`src/rtl/sram_adapter_pkg.sv`:
```
// sram_adapter_pkg: shared response type, data-width constants and strobe-to-bit-mask helper
package sram_adapter_pkg;

    localparam int DataWidth  = 64;
    localparam int WidthBytes = DataWidth / 8;

    typedef struct packed {
        logic [DataWidth-1:0] rdata;
        logic                 write;
        logic                 err;
    } rsp_t;

    function automatic logic [DataWidth-1:0] strb_to_mask(input logic [WidthBytes-1:0] strb);
        logic [DataWidth-1:0] m;
        for (int i = 0; i < WidthBytes; i++) m[8*i +: 8] = {8{strb[i]}};
        return m;
    endfunction

endpackage

```
`src/rtl/sram_rsp_fifo.sv`:
```
// sram_rsp_fifo: synchronous FIFO of rsp_t with occupancy count
//   clk/rst   clock, synchronous active-high reset
//   push/din  write side (push while full is accepted only together with a pop)
//   pop/dout  read side, dout is the head entry (undefined while empty)
//   count     entries held, empty flag
module sram_rsp_fifo
    import sram_adapter_pkg::*;
#(
    parameter int Depth = 2,
    localparam int CntW = $clog2(Depth + 1)
) (
    input  logic            clk,
    input  logic            rst,
    input  logic            push,
    input  rsp_t            din,
    input  logic            pop,
    output rsp_t            dout,
    output logic [CntW-1:0] count,
    output logic            empty
);
    localparam int PtrW = Depth > 1 ? $clog2(Depth) : 1;

    rsp_t            mem [Depth];
    logic [PtrW-1:0] rd;
    logic [PtrW-1:0] wr;
    logic            full;
    logic            do_pop;
    logic            do_push;

    assign empty   = count == '0;
    assign full    = count == CntW'(Depth);
    assign do_pop  = pop && !empty;
    assign do_push = push && (!full || do_pop);
    assign dout    = mem[rd];

    always_ff @(posedge clk) begin
        if (rst) begin
            rd    <= '0;
            wr    <= '0;
            count <= '0;
        end else begin
            assert (!(push && full && !do_pop));
            if (do_push) begin
                mem[wr] <= din;
                wr      <= wr == PtrW'(Depth - 1) ? '0 : wr + 1'b1;
            end
            if (do_pop) rd <= rd == PtrW'(Depth - 1) ? '0 : rd + 1'b1;
            count <= count + CntW'(do_push) - CntW'(do_pop);
        end
    end

endmodule

```
`src/rtl/sram_req_adapter.sv`:
```
// sram_req_adapter: valid/ready request channel to single-port SRAM port, registered read data back to a valid/ready response channel
//   clk_i/rst_i                         clock, synchronous active-high reset
//   req_valid_i/req_ready_o + req_*     byte-addressed request with byte strobes
//   rsp_valid_o/rsp_ready_i + rsp_*     in-order response (rdata, write flag, address error)
//   sram_*                              SRAM strobe, write select, word index, data, bit mask, read data
//   SRAM_ADAPTER_ADDR_CHECK_EN          when defined, out-of-window addresses get an error response and no SRAM strobe
module sram_req_adapter
    import sram_adapter_pkg::*;
#(
    parameter int                   Width     = DataWidth,
    parameter int                   Depth     = 1 << 15,
    parameter int                   AddrWidth = 64,
    parameter logic [AddrWidth-1:0] BaseAddr  = 'h8000_0000,
    parameter int                   RspDepth  = 2,
    localparam int                  Aw        = $clog2(Depth)
) (
    input  logic                 clk_i,
    input  logic                 rst_i,
    input  logic                 req_valid_i,
    output logic                 req_ready_o,
    input  logic                 req_write_i,
    input  logic [AddrWidth-1:0] req_addr_i,
    input  logic [Width-1:0]     req_wdata_i,
    input  logic [Width/8-1:0]   req_wstrb_i,
    output logic                 rsp_valid_o,
    input  logic                 rsp_ready_i,
    output logic [Width-1:0]     rsp_rdata_o,
    output logic                 rsp_write_o,
    output logic                 rsp_err_o,
    output logic                 sram_req_o,
    output logic                 sram_write_o,
    output logic [Aw-1:0]        sram_addr_o,
    output logic [Width-1:0]     sram_wdata_o,
    output logic [Width-1:0]     sram_wmask_o,
    input  logic [Width-1:0]     sram_rdata_i
);
    localparam int Off  = $clog2(Width / 8);
    localparam int CntW = $clog2(RspDepth + 1);

    logic                 accept;
    logic                 addr_err;
    logic                 strobe;
    logic [AddrWidth-1:0] offs;
    logic [AddrWidth-1:0] word;
    logic                 unused_bits;
    logic                 inflight;
    logic                 inflight_write;
    logic                 inflight_err;
    logic [CntW-1:0]      fifo_count;
    logic                 fifo_empty;
    rsp_t                 new_rsp;
    rsp_t                 head;
    rsp_t                 cur;

    // Credits cover both queued responses and the one whose read data arrives next cycle.
    assign req_ready_o = !rst_i && (int'(fifo_count) + int'(inflight)) < RspDepth;
    assign accept      = req_valid_i && req_ready_o;

    assign offs        = req_addr_i - BaseAddr;
    assign word        = offs >> Off;
    assign unused_bits = ^{word[AddrWidth-1:Aw], offs[Off-1:0]};

`ifdef SRAM_ADAPTER_ADDR_CHECK_EN
    localparam logic [AddrWidth:0] Limit = {1'b0, BaseAddr} + (AddrWidth + 1)'(Depth * (Width / 8));
    assign addr_err = req_addr_i < BaseAddr || {1'b0, req_addr_i} >= Limit;
`else
    assign addr_err = 1'b0;
`endif

    // An erroneous request still takes a credit but never touches the array.
    assign strobe       = accept && !addr_err;
    assign sram_req_o   = strobe;
    assign sram_write_o = strobe && req_write_i;
    assign sram_addr_o  = strobe ? word[Aw-1:0] : '0;
    assign sram_wdata_o = strobe ? req_wdata_i : '0;
    assign sram_wmask_o = strobe ? strb_to_mask(req_wstrb_i) : '0;

    always_ff @(posedge clk_i) begin
        if (rst_i) begin
            inflight       <= 1'b0;
            inflight_write <= 1'b0;
            inflight_err   <= 1'b0;
        end else begin
            inflight       <= accept;
            inflight_write <= accept && req_write_i;
            inflight_err   <= accept && addr_err;
        end
    end

    // All fields are zero whenever nothing is in flight, which gives the idle output values.
    always_comb begin
        new_rsp.rdata = (inflight && !inflight_write && !inflight_err) ? sram_rdata_i : '0;
        new_rsp.write = inflight_write;
        new_rsp.err   = inflight_err;
    end

    sram_rsp_fifo #(.Depth(RspDepth)) u_fifo (
        .clk   (clk_i),
        .rst   (rst_i),
        .push  (inflight && (!fifo_empty || !rsp_ready_i)),
        .din   (new_rsp),
        .pop   (!fifo_empty && rsp_ready_i),
        .dout  (head),
        .count (fifo_count),
        .empty (fifo_empty)
    );

    assign cur         = fifo_empty ? new_rsp : head;
    assign rsp_valid_o = !fifo_empty || inflight;
    assign rsp_rdata_o = cur.rdata;
    assign rsp_write_o = cur.write;
    assign rsp_err_o   = cur.err;

endmodule

```
`config.mk`:
```
export PLATFORM = sky130hd
export DESIGN_NAME = sram_req_adapter
export DESIGN_NICKNAME = d
export VERILOG_FILES = /design/src/rtl/sram_adapter_pkg.sv /design/src/rtl/sram_rsp_fifo.sv /design/src/rtl/sram_req_adapter.sv
export SDC_FILE = /design/constraint.sdc
export NUM_CORES = 1
export LEC_CHECK = 0
export CORE_MARGIN = 2
export CORE_UTILIZATION = 30
export CTS_CLUSTER_SIZE = 16
export DETAILED_ROUTE_END_ITERATION = 6
export PLACE_DENSITY = 0.77
export SLEW_MARGIN = 25
export SYNTH_ARGS = -nofsm -noshare
export SYNTH_HDL_FRONTEND = slang
export SYNTH_HIERARCHICAL = 1
export SYNTH_SLANG_ARGS = --single-unit
```
`constraint.sdc`:
```
create_clock -name clk_i -period 8.7 [get_ports clk_i]
set_clock_uncertainty 0.2 [all_clocks]
set_input_delay 1.74 -clock clk_i [delete_from_list [all_inputs] [get_ports clk_i]]
set_output_delay 1.74 -clock clk_i [all_outputs]
set_load 0.03 [all_outputs]
```
## Word level (Yosys, flattened, before mapping)

Memories as Yosys holds them, arrays and structs flattened. A register that Yosys moved wholly into a read port is not among the register bits.
Index checks and enable logic that the tools add are counted.

- Memories: 1
- Input port bits: 205
- Logic and storage cells: 43
- Bits in read-only memories: 0
- Bits in latches: 0
- Output and inout bits: 213
- Bits in registers: 6
- Bits in writable memories: 130

Memory list:

| memory | words | width | read ports | clocked after Yosys merged registers in | write ports | RTL line | RTL |
|---|---|---|---|---|---|---|---|
| u_fifo.mem | 2 | 65 | 1 | 1 | 1 | sram_rsp_fifo.sv:23 | `rsp_t mem [Depth];` |

- $mul: 0
- Shifts and indexed selects: 0
- Reduce and logical (&&, ||, !) cells: 17
- Equality and inequality tests: 1
- Bitwise gates (word level): 0
- Divide/modulo/power cells: 0
- Multiplexer cells: 12
- Magnitude comparators: 1
- Add/subtract/negate cells: 6

Operators with widths:

| cell | number |
|---|---|
| 2-to-1 mux 64 bit | 3 |
| 2-to-1 mux 66 bit | 1 |
| subtractor 18 x 1 -> 18 bit (second input constant) | 1 |
| 2-to-1 mux 15 bit | 1 |
| logical AND 1 bit | 8 |
| 2-to-1 mux 1 bit | 7 |
| zero test 1 bit | 5 |
| adder 2 x 1 -> 3 bit | 1 |
| logical OR 1 bit | 3 |
| less-than comparator 3 x 2 -> 1 bit (second input constant) | 1 |
| adder 1 bit (second input constant) | 2 |
| adder 2 x 1 -> 2 bit | 1 |
| equality test 2 bit (second input constant) | 1 |
| zero test 2 bit | 1 |
| subtractor 2 x 1 -> 2 bit | 1 |

## Logic depth before layout (Yosys ltp)

- Word-level depth: 9
- Depth in mapped cells: 12
- Depth with buffers taken out: 9

## Modules after synthesis

Netlist, hierarchy kept.

Modules (own cells, without submodules):

| module | seq. area each (µm²) | cells an instance | instances | area each (µm²) |
|---|---|---|---|---|
| sram_rsp_fifo | 4063.9 | 229 | 1 | 4999.8 |
| sram_req_adapter | 40.0 | 463 | 1 | 2647.5 |

## Worst setup path after synthesis

OpenSTA, ideal clock, no wires.

- Path type: input to register
- Start: input rsp_ready_i
- End: memory u_fifo/mem[1][0] in the netlist's numbering, enable pin
- Cell stages on the path: 3
- Path buffers: 0
- Arrival time: 7.031 ns
- Required time: 7.914 ns
- Setup time: 0.586 ns
- Setup slack: 0.883 ns
- Cells stage by stage: a21boi_0 o31ai_4 nor3b_1

- Cells in the longest elaborated chain, start to end: 7
- Elaborated cells on any way between the ends: 10
- Those cells by class: mux (3); reduce/logical (7)

Ends and longest elaborated chain:

| element | RTL line | RTL |
|---|---|---|
| start: declaration | sram_req_adapter.sv:26 | `input logic rsp_ready_i,` |
| zero test 1 bit or logical AND 1 bit (tied branches) | sram_req_adapter.sv:100, sram_req_adapter.sv:102 |  |
| logical OR 1 bit or logical AND 1 bit (tied branches) | sram_req_adapter.sv:100, sram_rsp_fifo.sv:32 |  |
| logical AND 1 bit or logical OR 1 bit (tied branches) | sram_req_adapter.sv:100, sram_rsp_fifo.sv:33 |  |
| logical AND 1 bit (*) | sram_rsp_fifo.sv:33 | `assign do_push = push && (!full \|\| do_pop);` |
| 2-to-1 mux 1 bit (*) | sram_rsp_fifo.sv:43 | `if (do_push) begin` |
| 2-to-1 mux 1 bit (*) | sram_rsp_fifo.sv:37 | `if (rst) begin` |
| 2-to-1 mux 1 bit (implied by the code) (*) | sram_rsp_fifo.sv:44 | `mem[wr] <= din;` |
| end: declaration | sram_rsp_fifo.sv:23 |  |

Mark *: on every way between the ends. The rest lies on a longest branch, timed or not.

## Worst setup path in the final report

- Start: input rst_i
- End: output sram_wmask_o[39]

- Cells in the longest elaborated chain, start to end: 4

Ends and longest elaborated chain:

| element | RTL line | RTL |
|---|---|---|
| start: declaration | sram_req_adapter.sv:18 | `input logic rst_i,` |
| zero test 1 bit | sram_req_adapter.sv:56 | `assign req_ready_o = !rst_i && (int'(fifo_count) + int'(inflight)) < RspDepth;` |
| logical AND 1 bit | sram_req_adapter.sv:56 |  |
| logical AND 1 bit | sram_req_adapter.sv:57 | `assign accept = req_valid_i && req_ready_o;` |
| 2-to-1 mux 64 bit | sram_req_adapter.sv:76 | `assign sram_wmask_o = strobe ? strb_to_mask(req_wstrb_i) : '0;` |
| end: declaration | sram_req_adapter.sv:34 | `output logic [Width-1:0] sram_wmask_o,` |

Every way passes these cells.

==> impl_results.md <==
- Buf/Inv on CP: 3
- Lkg Pwr: 0.00472 uW
- Arr. time, crit path: 4400 ps
- DP Cell Count: around 1.3k
- Fin cells: about 1.3k
- Via count: 6095
- Synth cell count leaders: edfxtp_1 (132), and3_1 (89), and2_1 (66), mux2_1 (66), inv_1 (65)
- Crit. End Element: output port
- Max Fanout on Critical Path: 92
- Top_reg_cell synth: edfxtp_1
- Synth Register Bits: 139
- Register area share after synthesis: 53.7%
- CP cell instances: clkdlybuf4s50_1, a211oi_4, buf_4, and3_1, clkdlybuf4s50_1
- Cell row count: 58
- Startpoint types: input port
- Synth unique cells: 27
- Total Routing Usage GR: approximately 17%
- Max incr delay on CP: 760 ps
- Die area: 26800 sq um
- Vias in the first global route: between 5k and 6k
- Layout cells sized above 1: between 5 and 6%
- Setup TNS: 0 ps
- Slowest cell on the critical path: clkdlybuf4s50_1
- Crit Path Category: input port to output port
- Largest net degree at the start of global routing: 94
- Clock tree buffer depth: 2
- Total core area: 25100 sq um
- DRT iter0 DRCs: 426
- Most frequent cell after synthesis: edfxtp_1
- CTS tree: done
- Unrepaired setup endpoints after global routing: no
- Maximum VDD drop: 0.136 mV
- Top post-synthesis cells by area: edfxtp_1 (52%), mux2_1 (9.7%), and3_1 (7.3%), buf_4 (6.0%), and2_1 (5.4%)
- Worst Hold Class: flip-flop to flip-flop
- Clock-pin slew on the worst setup and hold paths: 60 ps
- Antenna cells: 0
- Initial antenna violation count: 0
- Worst path required time: between 6000 and 7000 ps
- Total grt overflow: 0
- Fill count: 2350
- Final Hold Fails: 0
- Root buffer cell: clkbuf_16
- Slack of the critical path: 2360 ps
- First-pass GRT wire length: approximately 33 mm
- Syn avg cell area: 11.1 sq um
- Netlist Area Pre-Place: 7650 sq um
- Clock Latency Late Sink: just over 400 ps
- DRC Markers: 0
- PD cells: 173 nW/um^2
- Status: finished clean
- # hold bufs at CTS: 0
- Initial Util: 30.5%
- Htree depth: 4
- Final max-slew violation count: 0
- Setup violators final: 0
- CTS Buf Count: 17
- Post-Place Setup Slack: 2380 ps
- Syn Inst Count: 692
- Largest area contributor in the netlist: edfxtp_1
- Post-CTS Resized: 0
- Via/cell ratio: 4.62
- Final Wtd Congestion: 0.851
- Yosys top cell area share: 51.8%
- Period utilisation layout: around 73%
- Post-layout nets: 1184
- WL per Instance: 17.9 um
- Antenna Nets Post-Route: 0
- Synth warnings: 6
- Clock Sinks: 139
- Fmax: about 160 MHz
- FFs w/ async S/R, synth: 0%
- I/O pin cnt: approximately 420
- Worst-Margin Slew: 939 ps
- Max_slew headroom: between 30% and 40%
- WL final: 23.7 mm
- # port buffers: 368
- TritonRoute pass-1 iters: 4
- Period minus WS final: 6340 ps
- Post-synth EDFFs: between 100 and 150
- Post-CTS Setup Bufs: 0
- Die Ht: 164 um
- Family with the most delay on the worst path: buffers and inverters
- Total power draw: 2030 uW
- Area delta synth->final: 53.5%
- Most used cell, CP: clkdlybuf4s50_1
- Max Cap Viol: 0
- HPWL after DPL: 16.7 mm
- Die X: 164 um
-- placed cells by master, fill, tap and decap left out, drive strengths merged, types with 2 or more instances in the layout --
| cell | netlist | routed |
|---|---|---|
| clkdlybuf4s50 | 0 | 367 |
| edfxtp | 132 | 132 |
| and3 | 89 | 89 |
| mux2 | 68 | 68 |
| inv | 66 | 67 |
| and2 | 66 | 66 |
| nand2 | 64 | 64 |
| o22ai | 64 | 64 |
| clkbuf | 22 | 18 |
| buf | 90 | 10 |
| clkinv | 0 | 8 |
| dfxtp | 7 | 7 |
| nor2b | 5 | 5 |
| nor2 | 5 | 5 |
| bufinv | 0 | 4 |
| xnor2 | 3 | 3 |
| ha | 2 | 2 |
| conb | 1 | 2 |
| nand2b | 2 | 2 |
-- area by class of cell --
cell class / count / area, sq um / area share, %
Clock buffer: 18 / 429 / 3.66
Clock inverter: 13 / 175 / 1.49
Inverter: 66 / 248 / 2.11
Multi-Input combinational cell: 376 / 2600 / 22.1
Sequential cell: 139 / 4110 / 35.0
Tap cell: 330 / 413 / 3.52
Timing Repair Buffer: 377 / 3770 / 32.1
-- worst min-delay path: stages, from the launching register on --
cell and delay [ps]:
dfxtp_1 330, xnor2_1 80, nor2_1 70
-- sequential cells by signal, indices dropped and copies added, names as in the netlist, named ones only --
register and flops:
inflight 1, inflight_write 1, u_fifo/count 2, u_fifo/mem 132
u_fifo/rd 1, u_fifo/wr 1
-- final timing paths --
| path | from | endpoint | slack [ps] | depth (start not counted) |
|---|---|---|---|---|
| worst max register to register | u_fifo/count[0] | u_fifo/count[1] | 5800 | 9 |
| worst max-delay path | rst_i | sram_wmask_o[39] | 2360 | 5 |
| worst min-delay path | u_fifo/rd | flip-flop | 320 | 2 |
| worst min register to register | u_fifo/rd | flip-flop | 320 | 2 |
-- metrics by stage --
step / hold slack (ps) / instance area [sq um] / utilization [%]
after floorplan: 256 / 7650 / -
after global placement: 290 / 11100 / 44.2
after detailed placement: 311 / 11100 / 44.2
after CTS: 328 / 11700 / 46.6
after global routing: 338 / 11700 / 46.8
final: 315 / 11700 / 46.8
-- report_power, final --
group / switching [uW] / internal (uW) / leakage [uW] / total, uW
Clock: 271 / 476 / 0.000301 / 747
Combinational: 302 / 231 / 0.00309 / 533
Sequential: 6.34 / 745 / 0.00133 / 751
-- logic make-up (layout without fill, tap and decap cells) --
logic type / count (synthesis) / count (layout) / synth area share [%]
mux: 68 / 68 / 10.1
fa+ha+maj: 2 / 2 / 0.327
flops: 139 / 139 / 53.7
other cells: 1 / 2 / 0.0490
xor+xnor: 3 / 3 / 0.344
buf+inv: 178 / 474 / 12.9
compound gates: 68 / 68 / 5.89
simple gates: 233 / 233 / 16.8
-- per-layer routing --
layer	track usage (%)	vias to the layer above	wire, um	part of all wire, %
li1	-	2910	-	-
met1	17.7	2941	8830	37
met2	30.5	218	12500	53
met3	5.23	26	1470	6.2
met4	7.14	0	838	3.5
met5	0	-	0	0
Power figures use the tool's default switching activity.
